## src/rtl/ex_branch_resolve.sv

```systemverilog
// ex_branch_resolve
//   Registered consumer for the EX-stage ALU outputs. It captures one ALU beat
//   per valid/ready handshake and forwards it to the EX/MEM register. It also
//   resolves conditional branches from the ALU flags, emits a one-cycle
//   redirect to IF/ID, and then discards a fixed number of wrong-path beats.
//
// Parameters
//   SQUASH_BEATS : accepted input beats discarded after a taken branch (1..15)
//   CNT_W        : width of the taken-branch counter
//
// Ports
//   clk, reset              : rising-edge clock, asynchronous active-low reset
//   in_valid / in_ready     : input handshake
//   Result, zero, Great     : ALU result and flags (a-b for branches)
//   Branch, funct3          : conditional-branch marker and condition
//   br_target               : precomputed PC+imm
//   rd, RegWrite, MemRead,
//   MemWrite, rs2_data      : fields passed through to EX/MEM
//   out_valid / out_ready   : output handshake
//   out_result, out_rs2,
//   out_rd, out_RegWrite,
//   out_MemRead, out_MemWrite : registered beat
//   redirect, redirect_pc   : one-cycle taken-branch pulse and its target
//   flag_err                : sticky, set when zero and Great agreed on an accept
//   taken_cnt               : taken branches since reset, wraps
module ex_branch_resolve #(
  parameter int SQUASH_BEATS = 2,
  parameter int CNT_W        = 32
) (
  input  logic             clk,
  input  logic             reset,
  input  logic             in_valid,
  output logic             in_ready,
  input  logic [63:0]      Result,
  input  logic             zero,
  input  logic             Great,
  input  logic             Branch,
  input  logic [2:0]       funct3,
  input  logic [63:0]      br_target,
  input  logic [4:0]       rd,
  input  logic             RegWrite,
  input  logic             MemRead,
  input  logic             MemWrite,
  input  logic [63:0]      rs2_data,
  output logic             out_valid,
  input  logic             out_ready,
  output logic [63:0]      out_result,
  output logic [63:0]      out_rs2,
  output logic [4:0]       out_rd,
  output logic             out_RegWrite,
  output logic             out_MemRead,
  output logic             out_MemWrite,
  output logic             redirect,
  output logic [63:0]      redirect_pc,
  output logic             flag_err,
  output logic [CNT_W-1:0] taken_cnt
);

  localparam logic [3:0] SQ_INIT = 4'(SQUASH_BEATS);

  typedef enum logic {
    ST_PASS   = 1'b0,
    ST_SQUASH = 1'b1
  } state_t;

  state_t     state, state_next;
  logic [3:0] sq_cnt, sq_cnt_next;

  logic accept;
  logic discard;
  logic cond_true;
  logic taken;

  // Branch condition from the flags of a-b. Signed overflow is deliberately
  // ignored, so BLT/BGE look only at the sign bit of the difference.
  always_comb begin
    cond_true = 1'b0;
    case (funct3)
      3'b000:  cond_true = zero;
      3'b001:  cond_true = Great;
      3'b100:  cond_true = Result[63];
      3'b101:  cond_true = !Result[63];
      default: cond_true = 1'b0;
    endcase
  end

  assign accept  = in_valid && in_ready && (state == ST_PASS);
  assign discard = in_valid && (state == ST_SQUASH);
  assign taken   = accept && Branch && cond_true;

  // State register
  always_ff @(posedge clk or negedge reset) begin
    if (!reset) begin
      state  <= ST_PASS;
      sq_cnt <= 4'd0;
    end else begin
      state  <= state_next;
      sq_cnt <= sq_cnt_next;
    end
  end

  // Next-state logic
  always_comb begin
    state_next  = state;
    sq_cnt_next = sq_cnt;
    case (state)
      ST_PASS: begin
        if (taken) begin
          state_next  = ST_SQUASH;
          sq_cnt_next = SQ_INIT;
        end
      end
      ST_SQUASH: begin
        if (discard) begin
          sq_cnt_next = sq_cnt - 4'd1;
          // The beat that brings the count to zero is itself discarded.
          // "<=" also recovers if the count were ever found at zero.
          if (sq_cnt <= 4'd1) begin
            state_next  = ST_PASS;
            sq_cnt_next = 4'd0;
          end
        end
      end
      default: begin
        state_next  = ST_PASS;
        sq_cnt_next = 4'd0;
      end
    endcase
  end

  // Output logic: SQUASH always swallows input, independent of output stalls.
  always_comb begin
    in_ready = 1'b1;
    if (state == ST_PASS) begin
      in_ready = !out_valid || out_ready;
    end
  end

  // Output beat register
  always_ff @(posedge clk or negedge reset) begin
    if (!reset) begin
      out_valid    <= 1'b0;
      out_result   <= 64'd0;
      out_rs2      <= 64'd0;
      out_rd       <= 5'd0;
      out_RegWrite <= 1'b0;
      out_MemRead  <= 1'b0;
      out_MemWrite <= 1'b0;
    end else if (accept) begin
      out_valid    <= 1'b1;
      out_result   <= Result;
      out_rs2      <= rs2_data;
      out_rd       <= rd;
      out_RegWrite <= RegWrite;
      out_MemRead  <= MemRead;
      out_MemWrite <= MemWrite;
    end else if (out_ready) begin
      out_valid <= 1'b0;
    end
  end

  // Redirect pulse, error flag and statistics
  always_ff @(posedge clk or negedge reset) begin
    if (!reset) begin
      redirect    <= 1'b0;
      redirect_pc <= 64'd0;
      flag_err    <= 1'b0;
      taken_cnt   <= '0;
    end else begin
      redirect    <= taken;
      redirect_pc <= taken ? br_target : 64'd0;
      if (accept && (zero == Great)) begin
        flag_err <= 1'b1;
      end
      if (taken) begin
        taken_cnt <= taken_cnt + {{(CNT_W-1){1'b0}}, 1'b1};
      end
    end
  end

endmodule

```

## config.mk

```make
export PLATFORM = sky130hd
export DESIGN_NAME = ex_branch_resolve
export DESIGN_NICKNAME = d
export VERILOG_FILES = /design/src/rtl/ex_branch_resolve.sv
export SDC_FILE = /design/constraint.sdc
export NUM_CORES = 1
export LEC_CHECK = 0
export CAP_MARGIN = 20
export CELL_PAD_IN_SITES_DETAIL_PLACEMENT = 0
export CELL_PAD_IN_SITES_GLOBAL_PLACEMENT = 1
export CORE_AREA = 2 2 176 178
export DETAILED_ROUTE_END_ITERATION = 12
export DIE_AREA = 0 0 178 180
export PLACE_DENSITY_LB_ADDON = 0.1
export SYNTH_ARGS = -nofsm -noshare
export SYNTH_HDL_FRONTEND = slang
export SYNTH_SLANG_ARGS = --single-unit
```

## constraint.sdc

```tcl
create_clock -name clk -period 5.27 [get_ports clk]
set_clock_uncertainty 0.2 [all_clocks]
set_input_delay 0.7905 -clock clk [delete_from_list [all_inputs] [get_ports clk]]
set_output_delay 0.7905 -clock clk [all_outputs]
set_load 0.02 [all_outputs]
```

# Word-level counts from Yosys, hierarchy flattened
# Cells that the tools add are included.
totals:
  ff_bits: 240
  wordCells: 48
  output_inout_bits: 236
  in_bits: 210
op_classes:
  n_mux: 13
  magnitude_cmp: 1
  n_eq_ne: 6
  bitwise: 1
  n_reduce_logical: 12
  addsub: 2
ops:
  columns: ["cell", "count"]
  rows:
  - ["$mux W64", 1]
  - ["$add A32 B1 Y32 const B", 1]
  - ["$mux W4", 3]
  - ["$pmux W4 S2", 1]
  - ["$eq A3 B3 Y1 const B", 2]
  - ["$logic_and A1 B1 Y1", 6]
  - ["$mux W1", 6]
  - ["$le A4 B1 Y1 const B", 1]
  - ["$pmux W1 S4", 1]
  - ["$sub A4 B1 Y4 const B", 1]
  - ["$eq A3 B1 Y1 const B", 1]
  - ["$logic_not A3 Y1", 1]
  - ["$logic_not A1 Y1", 2]
  - ["$ne A2 B1 Y1 const B", 1]
  - ["$ne A2 B2 Y1 const B", 1]
  - ["$pmux W1 S2", 1]
  - ["$reduce_and A2 Y1", 1]
  - ["$reduce_bool A2 Y1", 1]
  - ["$eq A1 B1 Y1", 1]
  - ["$logic_or A1 B1 Y1", 1]
  - ["$not A1 Y1", 1]

# Logic depth before layout (Yosys ltp)
# Gate-level depths: netlist (run 1).
logic_depth:
  word_depth: 9
  ltp_mapped: 7
  mapped_depth_nobuf: 6

# Worst setup path before layout (run 1)
# Ideal clock, no wire load.
synth_path:
  path_kind: "input to register"
  start: "input port out_ready"
  end: "register taken_cnt[25]"
  n_path_buf: 2
  setup_ps: 80
  setup_slack_ps: 2608
  cell_stages: 7
  arrival_ps: 2382
  required_ps: 4990
  path_cell_list: "nor2b_1 -> or4b_4 -> or3_1 -> buf_2 -> buf_6 -> nor4_4 -> xor2_1"
synth_via:
  elab_chain_cells: 6
synth_lines:
  columns: ["element", "line", "rtl"]
  rows:
  - ["start, declared", "46", "input logic out_ready,"]
  - ["$logic_or A1 B1 Y1", "135", "in_ready = !out_valid || out_ready;"]
  - ["$mux W1", "134", "if (state == ST_PASS) begin"]
  - ["$logic_and A1 B1 Y1 (2 in series)", "87", "assign accept = in_valid && in_ready && (state == ST_PASS);"]
  - ["$logic_and A1 B1 Y1 (2 in series)", "89", "assign taken = accept && Branch && cond_true;"]
  - ["end signal, assigned", "176", "taken_cnt <= taken_cnt + {{(CNT_W-1){1'b0}}, 1'b1};"]
  - ["end, declared", "56", "output logic [CNT_W-1:0] taken_cnt"]
# Every way passes these cells.
# A chain may end at the register's enable or synchronous reset.

# Worst setup path after layout (run 1)
layout_path:
  start: "input port out_ready"
  end: "output port in_ready"
layout_via:
  elab_chain_cells: 2
layout_lines:
  columns: ["element", "line", "rtl"]
  rows:
  - ["$logic_or A1 B1 Y1", "135", null]
  - ["$mux W1", "134", null]
  - ["end, declared", "33", "output logic in_ready,"]
# Every way passes these cells.

==> results of run 1 <==
==> final cells by class <==
cell class	instances	area [um2]	share of cell area, %
antenna	2	5.005	0.03390
clock buffer	40	817.0	5.533
clock inverter	9	50.05	0.3390
inverter	7	26.28	0.1780
multi-input combinational	331	2844	19.26
sequential	240	6006	40.67
tap	396	495.5	3.356
timing repair buffer	450	4522	30.62
==> flip-flops by register name, summed over array words and instances, names as in the netlist <==
signal	flops
state	1
out_rd	5
sq_cnt	4
out_rs2	64
redirect	1
out_MemRead	1
redirect_pc	64
out_valid	1
flag_err	1
taken_cnt	32
out_result	64
out_MemWrite	1
out_RegWrite	1
==> metrics by stage <==
stage               hold WS [ps]  utilization, %  std cells  total power, W
floorplan                  294.9               -        604        0.004206
global placement           241.1           46.02       1424        0.005807
detailed placement         244.9           46.02       1424        0.005844
CTS                        176.6           48.89       1473        0.007707
global route               188.8           48.91       1475        0.007960
finish                     95.66           48.91       1475        0.007573
==> power by group <==
| part | internal, W | switching [W] | total, W |
|---|---|---|---|
| combinational | 0.00161 | 0.00141 | 0.00302 |
| sequential | 0.00242 | 0.000304 | 0.00273 |
| clock | 0.00107 | 0.000753 | 0.00182 |
| total | 0.00510 | 0.00247 | 0.00757 |
==> per-layer routing <==
layer | track usage (%) | up-vias | share of wire (%)
met3 | 6.684 | 36 | 11
met2 | 29.46 | 286 | 50
li1 | - | 2968 | -
met4 | 4.131 | 4 | 2.1
met5 | 0 | - | 0.11
met1 | 18.99 | 3071 | 37
==> cell families after synthesis <==
group | count (synthesis)
fa+ha+maj | 3
flops | 240
simple gates | 147
compound gates | 7
xor+xnor | 33
buf+inv | 33
mux | 141
==> how the worst max path moves through the flow <==
| stage | from | to | slack, ps | cells after the start |
|---|---|---|---|---|
| floorplan | out_ready | taken_cnt[25] | 2610 | 7 |
| global placement | in_valid | redirect_pc[29] | 1620 | 6 |
| detailed placement | in_valid | redirect_pc[57] | 1550 | 6 |
| CTS | out_ready | in_ready | 1820 | 4 |
| global route | out_ready | in_ready | 1760 | 4 |
| finish | out_ready | in_ready | 1890 | 4 |
==> cells in the final DEF (no fill, tap or decap), types with 3 or more instances in the layout <==
master | netlist | routed
clkinv_2 | 0 | 7
nor2_1 | 11 | 9
and3_1 | 3 | 3
nand2b_1 | 3 | 3
mux2_2 | 139 | 139
dfrtp_1 | 240 | 240
ha_1 | 3 | 3
nand3_1 | 11 | 11
xnor2_1 | 18 | 18
nor4_1 | 6 | 6
clkbuf_8 | 0 | 5
clkdlybuf4s50_1 | 0 | 444
clkbuf_1 | 24 | 6
and4_1 | 3 | 3
or3_1 | 4 | 4
inv_1 | 7 | 7
nand4_1 | 8 | 8
buf_4 | 0 | 3
and2_1 | 64 | 64
clkbuf_16 | 0 | 29
xor2_1 | 15 | 15
nand2_1 | 18 | 18
nor3_1 | 7 | 7
==> worst max-delay path: stages <==
cell	delay (ps)
clkdlybuf4s50_1	410
nor2b_1	440
nand2b_1	170
clkdlybuf4s50_1	580
==> flow_summary.json, run 1 <==
{
  "worstPathMaxFanout": 4,
  "async_flop_share_pct": 100.0,
  "yosys_warnings": 0,
  "power_density_nw_per_um2": 512.9,
  "gr-total-overflow": 0,
  "synth_nets": 817,
  "fp.dieW_um": 178,
  "drt_wl_total_mm": 27.86,
  "timing.rr.start": "out_valid",
  "routed_via_density": 4.315,
  "synth_xor_area_share_pct": 3.223,
  "clock-root-buffer": "clkbuf_16",
  "reg2reg_slack_ps": 2400,
  "synth_edf_count": 0,
  "core-area_um2": 30190,
  "finalInstanceArea_um2": 14770,
  "chipHeight_um": 180,
  "yosys.cell_count.top_type": "dfrtp_1",
  "nFillCells": 2747,
  "dr.pass1.iters": 4,
  "r2r_end": "redirect_pc[57]",
  "die_area_um2": 32040,
  "ys_types": 31,
  "syn_area_um2": 8967,
  "cts_buffer_depth": 3,
  "maxCapViolCount": 0,
  "path_clk_slew_ps": 50,
  "timing.final.ws_setup_ps": 1886,
  "grt_pass1_wl_mm": 41.01,
  "grt_pass1_vias": 6420,
  "antenna_found_initial": 4,
  "syn_to_final_growth_pct": 64.66,
  "ant_nets": 0,
  "grt_max_degree": 117,
  "start_kind": "primary input",
  "cts.htree.levels": 1,
  "drt-wirelength-per-cell_um": 18.89,
  "setup_tns_ps": 0,
  "final_layout_size_suffix_gt1_share_pct": 18.11,
  "status": "complete, no violations",
  "clock-sinks": 240,
  "worstPathRequired_ps": 4280,
  "setup_viol": 0,
  "ir_worst_vdd_mv": 0.2102,
  "nNetsFinal": 1271,
  "syn_inst": 604,
  "vias": 6365,
  "numCtsBuffers": 28,
  "synth.avg_cell_area_um2": 14.85,
  "hold_viol_final": 0,
  "endpoint_kind": "primary output",
  "seq_area_frac_synth_pct": 66.97,
  "fmax_ghz": 0.2955,
  "hold_buffers": 0,
  "fin_crit_ps": 3384,
  "gp_congestion": 0.7440,
  "slew_headroom_pct": 36.54,
  "tightest_slew_ps": 951.9,
  "yosysTopAreaCell": "dfrtp_1",
  "post_cts.repair.setup_buffers": 0,
  "p_leak_nw": 6.238,
  "pre_cts_slack_ps": 1546,
  "drtIter0Drc": 217,
  "synth_top_cell_area_share_pct": 66.97,
  "synthMuxAreaShare_pct": 17.68,
  "synth_fa_ha_area_share_pct": 0.4186,
  "ios": 446,
  "cts_resized": 0,
  "drcViolationCount": 0,
  "port_buffers": 445,
  "dpl.hpwl_mm": 20.82,
  "clk_latency_ps": 530,
  "rsz0062_at_grt": "no",
  "synth-simple-area-share_pct": 9.725,
  "cp_data_arrival_time_ps": 2390,
  "start_util_pct": 29.70,
  "ff2ff_path_depth": 5,
  "synth-compound-area-share_pct": 0.5023,
  "drv_slew": 0,
  "grt.total_usage_pct": 16.82,
  "cts_tree": "done",
  "synth-main-ff-cell": "dfrtp_1",
  "ys_top_cells_by_count": "dfrtp_1 (240), mux2_2 (139), and2_1 (64)",
  "final.period_utilization_pct": 64.22,
  "synth-seq-cells": 240,
  "fp-row-count": 64,
  "setup.worst_path.class": "in -> out",
  "synth_top_family_by_area": "multiplexers",
  "dpl-instance-area_um2": 13890,
  "min_path_type": "in -> async",
  "synthTopCellsByArea": "dfrtp_1 (67%), mux2_2 (17%), and2_1 (4.5%), xnor2_1 (1.8%), xor2_1 (1.5%)"
}
No activity file was read; power rests on OpenSTA's default activity.
==> run 2: changes to the inputs <==
CORE_AREA = default   (was 2 2 176 178)
CORE_UTILIZATION = 31   (was default)
DIE_AREA = default   (was 0 0 178 180)
clock period = 3.3 ns   (was 5.27 ns; I/O delays follow)
==> flow_summary.json, run 2 (same netlist as run 1, synthesis figures left out) <==
{
  "vias": 6335,
  "final_common_cell": "clkdlybuf4s50_1",
  "worstPathMaxFanout": 3,
  "start_kind": "primary input",
  "setup.worst_path.class": "in -> out",
  "nNetsFinal": 1279,
  "hold_viol_final": 0,
  "start_util_pct": 31.93,
  "timing.final.ws_setup_ps": 664.7,
  "maxCapViolCount": 0,
  "ir_worst_vdd_mv": 0.3226,
  "final_cell_mix": "clkdlybuf4s50_1 (444), dfrtp_1 (240), mux2_2 (139)",
  "tightest_slew_ps": 540.0,
  "startpoint": "out_ready",
  "clock-root-buffer": "clkbuf_16",
  "ff2ff_path_depth": 6,
  "slew_headroom_pct": 64.00,
  "chipHeight_um": 172.1,
  "cts_tree": "done",
  "grt_pass1_wl_mm": 40.33,
  "core-area_um2": 28090,
  "min_path_type": "reg -> reg",
  "ant_nets": 0,
  "numCtsBuffers": 28,
  "r2r_end": "taken_cnt[23]",
  "fin_crit_ps": 2635,
  "rsz0062_at_grt": "no",
  "grt_pass1_vias": 6528,
  "antenna_found_initial": 2,
  "gr-total-overflow": 0,
  "drv_slew": 0,
  "reg2reg_slack_ps": 800,
  "port_buffers": 445,
  "cts_resized": 0,
  "ios": 446,
  "final_layout_size_suffix_gt1_share_pct": 18.51,
  "fp.dieW_um": 172.1,
  "timing.rr.start": "state",
  "setup_tns_ps": 0,
  "routed_via_density": 4.324,
  "dr.pass1.iters": 4,
  "gp_congestion": 0.7603,
  "setup_viol": 0,
  "reg_top3": "out_result: 64 flops, out_rs2: 64 flops, redirect_pc: 64 flops",
  "pre_cts_slack_ps": 216.2,
  "fmax_ghz": 0.3795,
  "dpl.hpwl_mm": 20.76,
  "drt-wirelength-per-cell_um": 18.86,
  "grt.total_usage_pct": 18.15,
  "endpoint_kind": "primary output",
  "fp-row-count": 61,
  "final.period_utilization_pct": 79.86,
  "status": "complete, no violations",
  "clock-sinks": 240,
  "cp_data_arrival_time_ps": 1940,
  "path_clk_slew_ps": 60,
  "grt_max_degree": 80,
  "clk_latency_ps": 520,
  "p_leak_nw": 6.308,
  "drt_wl_total_mm": 27.63,
  "cts_buffer_depth": 3,
  "syn_to_final_growth_pct": 65.89,
  "drcViolationCount": 0,
  "holdPathStages": 1,
  "min_to": "flag_err",
  "drtIter0Drc": 266,
  "die_area_um2": 29610,
  "cts.htree.levels": 1,
  "hold_start": "flag_err",
  "worstPathRequired_ps": 2600,
  "power_density_nw_per_um2": 820.7
}
[run 2: cell types whose count changed in the layout (fill, tap and decap cells not counted), sizes merged]
cell | previous run | this run
buf | 6 | 13
bufinv | 0 | 1
clkbuf | 40 | 43
clkinv | 7 | 5
clkinvlp | 2 | 0
diode | 2 | 1
dlygate4sd3 | 0 | 1
inv | 7 | 8
[run 2: power by group]
part           switching [W]  internal, W  total (W)
clock                0.00118      0.00181    0.00299
sequential          0.000462      0.00387    0.00433
combinational        0.00229      0.00259    0.00488
total                0.00393      0.00828     0.0122
[run 2: repair_timing]
item / CTS / global route
endpoints found under the hold margin: 61 / 0
setup buffers: 0 / 0
hold buffers: 1 / 0
[run 2: worst max-delay path, stage by stage]
cell             delay, ps
clkdlybuf4s50_1        420
nor2b_1                210
buf_4                  170
nand2b_1                50
clkdlybuf4s50_1        580
[run 2: worst max-delay path by stage]
stage / end / slack, ps
2_1_floorplan: taken_cnt[25] / 860
3_3_place_gp: taken_cnt[31] / 280
3_5_place_dp: taken_cnt[27] / 220
4_1_cts: in_ready / 640
5_1_grt: in_ready / 590
6_report: in_ready / 660
[run 2: final cells by class]
cell class	count	area, um2
diodes	1	2.502
clock buffers	43	838.3
clock inverters	7	63.81
fillers	2506	13210
inverters	7	26.28
multi-input cells	331	2844
flip-flops and latches	240	6006
well taps	378	473.0
repair buffers	458	4622
[run 2: per-layer routing]
| metal | part of all wire [%] | GRT usage [%] |
|---|---|---|
| met1 | 37 | 20.92 |
| met2 | 50 | 31.12 |
| met3 | 11 | 7.576 |
| met4 | 1.6 | 4.271 |
| met5 | 0.047 | 0 |
[run 2: metrics by stage]
step           util [%]  hold slack [ps]  instance area (um2)  total power, W  std cells
3_3_place_gp      49.71            246.6                13960        0.009288       1413
6_report          52.96            281.4                14880         0.01221       1465
3_5_place_dp      49.71            269.4                13960        0.009349       1413
4_1_cts           52.95            276.4                14870         0.01241       1464
5_1_grt           52.96            292.6                14880         0.01285       1465
2_1_floorplan         -          -0.5910                 8967        0.006717        604
==> run 3: changes to the inputs <==
CORE_UTILIZATION = 28   (was 31)
clock period = 2.2 ns   (was 3.3 ns; I/O delays follow)
==> flow_summary.json, run 3 (same netlist as run 1, synthesis figures left out) <==
{
  "p_leak_nw": 6.807,
  "routed_via_density": 4.285,
  "timing.final.ws_setup_ps": -126.8,
  "startpoint": "state",
  "ios": 446,
  "fmax_ghz": 0.4298,
  "p_comb_share_pct": 41.0,
  "path_clk_slew_ps": 60,
  "clk_latency_ps": 540,
  "cts.htree.levels": 1,
  "failed_checks": "setup timing",
  "ant_nets": 0,
  "reg_top3": "out_result: 64 flops, out_rs2: 64 flops, redirect_pc: 64 flops",
  "drcViolationCount": 0,
  "cpLargestDelayFamily": "simple AND/OR/NAND/NOR gates",
  "final_layout_size_suffix_gt1_share_pct": 22.42,
  "ir_worst_vdd_mv": 0.5415,
  "vias": 6552,
  "fin_util_pct": 49.27,
  "endpoint_kind": "flip-flop",
  "clock-sinks": 240,
  "crit_slowest_cell": "or4b_4",
  "worstPathMaxFanout": 8,
  "timing.rr.start": "state",
  "slew_headroom_pct": 52.42,
  "final.period_utilization_pct": 105.8,
  "power.switching_w": 0.005941,
  "syn_to_final_growth_pct": 73.36,
  "final_cells": 1529,
  "critical_path.cell_chain": "nand2b_4 -> or4b_4 -> or3_4 -> buf_12 -> nor4_4 -> xor2_1",
  "grt_pass1_vias": 7009,
  "gr-total-overflow": 0,
  "cts_tree": "done",
  "pwr-share-seq_pct": 34.9,
  "core-area_um2": 31560,
  "finalInstanceArea_um2": 15550,
  "drt-wirelength-per-cell_um": 18.19,
  "clock-root-buffer": "clkbuf_16",
  "nNetsFinal": 1316,
  "tightest_slew_ps": 713.7,
  "power_density_nw_per_um2": 1194,
  "fp.dieW_um": 181.0,
  "drtIter0Drc": 155,
  "cpPeakStageDelay_ps": 480,
  "status": "finished, violations left",
  "numCtsBuffers": 28,
  "maxCapViolCount": 0,
  "gp_congestion": 0.7333,
  "fp-row-count": 65,
  "pre_cts_slack_ps": -527.7,
  "antenna_found_initial": 3,
  "place_inst": 1468,
  "start_kind": "flip-flop",
  "drv_slew": 0,
  "chipHeight_um": 181.0,
  "port_buffers": 445,
  "dpl.hpwl_mm": 21.00,
  "start_util_pct": 28.42,
  "final_cell_mix": "clkdlybuf4s50_1 (432), dfrtp_1 (239), mux2_2 (139)",
  "cp_num_buf_inv": 1,
  "setup.worst_path.class": "reg -> reg",
  "hold_viol_final": 0,
  "drt_wl_total_mm": 27.81,
  "fin_crit_ps": 2327,
  "grt.total_usage_pct": 16.94,
  "clkPwrFrac_pct": 24.1,
  "cts_buffer_depth": 3,
  "worstPathRequired_ps": 2450,
  "final_common_cell": "clkdlybuf4s50_1",
  "p_int_w": 0.01262,
  "rsz0062_at_grt": "yes",
  "setup_viol": 14,
  "die_area_um2": 32750,
  "power_switching_share_pct": 32.00,
  "dpl-instance-area_um2": 14350,
  "dr.pass1.iters": 4,
  "cp_data_arrival_time_ps": 2570,
  "grt_pass1_wl_mm": 42.82,
  "min_path_type": "in -> async",
  "grt_max_degree": 53
}
run 3: cell count changes in the layout (fill, tap and decap cells not counted), sizes merged, moves of 2 or more:
| cell | delta |
|---|---|
| clkdlybuf4s50 | -12 |
| buf | +36 |
| dlymetal6s2s | +5 |
| clkbuf | +7 |
| clkinv | -3 |
| dlygate4sd2 | +6 |
| diode | +2 |
run 3: layer usage:
layer  global-route usage, %  part of all wire [%]  vias up
met4                   5.017                   2.3        0
met5                       0                     0        -
met2                   28.90                    49      306
met1                   19.56                    38     3153
met3                   6.692                    10       33
li1                        -                     -     3060
run 3: area by class of cell:
class / instances / area (um2)
diodes: 3 / 7.507
clock buffers: 49 / 890.9
clock inverters: 2 / 10.01
fillers: 2857 / 16010
inverters: 7 / 26.28
multi-input cells: 331 / 2993
flip-flops and latches: 240 / 6007
well taps: 402 / 503.0
repair buffers: 495 / 5109
run 3: power by group through the flow:
stage / clock network (W) / logic, W / registers, W
floorplan: 0 / 0.00181 / 0.00827
global placement: 0 / 0.00769 / 0.00654
detailed placement: 0 / 0.00772 / 0.00660
CTS: 0.00463 / 0.00772 / 0.00652
global route: 0.00484 / 0.00801 / 0.00671
finish: 0.00447 / 0.00761 / 0.00649
run 3: final timing paths:
| check | cells past startpoint | end | slack (ps) |
|---|---|---|---|
| worst max-delay path | 6 | taken_cnt[17] | -130 |
| worst min-delay path | 2 | out_rs2[18] | 120 |
| worst max register to register | 6 | taken_cnt[17] | -130 |
| worst min register to register | 1 | flag_err | 260 |
| max in group asynchronous | 3 | out_rs2[60] | 1050 |
| min in group clk | 2 | redirect_pc[46] | 140 |
run 3: what timing repair did:
action	in CTS	in global routing
setup buffers	2	2
gates cloned	1	1
hold buffers	1	0
gates resized for setup	17	26
endpoints found under the setup margin	71	80
endpoints found under the hold margin	240	0
pin swaps	4	12
run 3: through the flow:
| stage | hold slack (ps) | total power, W | TNS (ps) |
|---|---|---|---|
| 2_1_floorplan | -165.6 | 0.01008 | -2413 |
| 3_3_place_gp | 92.43 | 0.01423 | -36090 |
| 3_5_place_dp | 88.56 | 0.01431 | -38350 |
| 4_1_cts | 114.7 | 0.01887 | -1752 |
| 5_1_grt | 128.4 | 0.01956 | -2357 |
| 6_report | 121.9 | 0.01856 | -1246 |
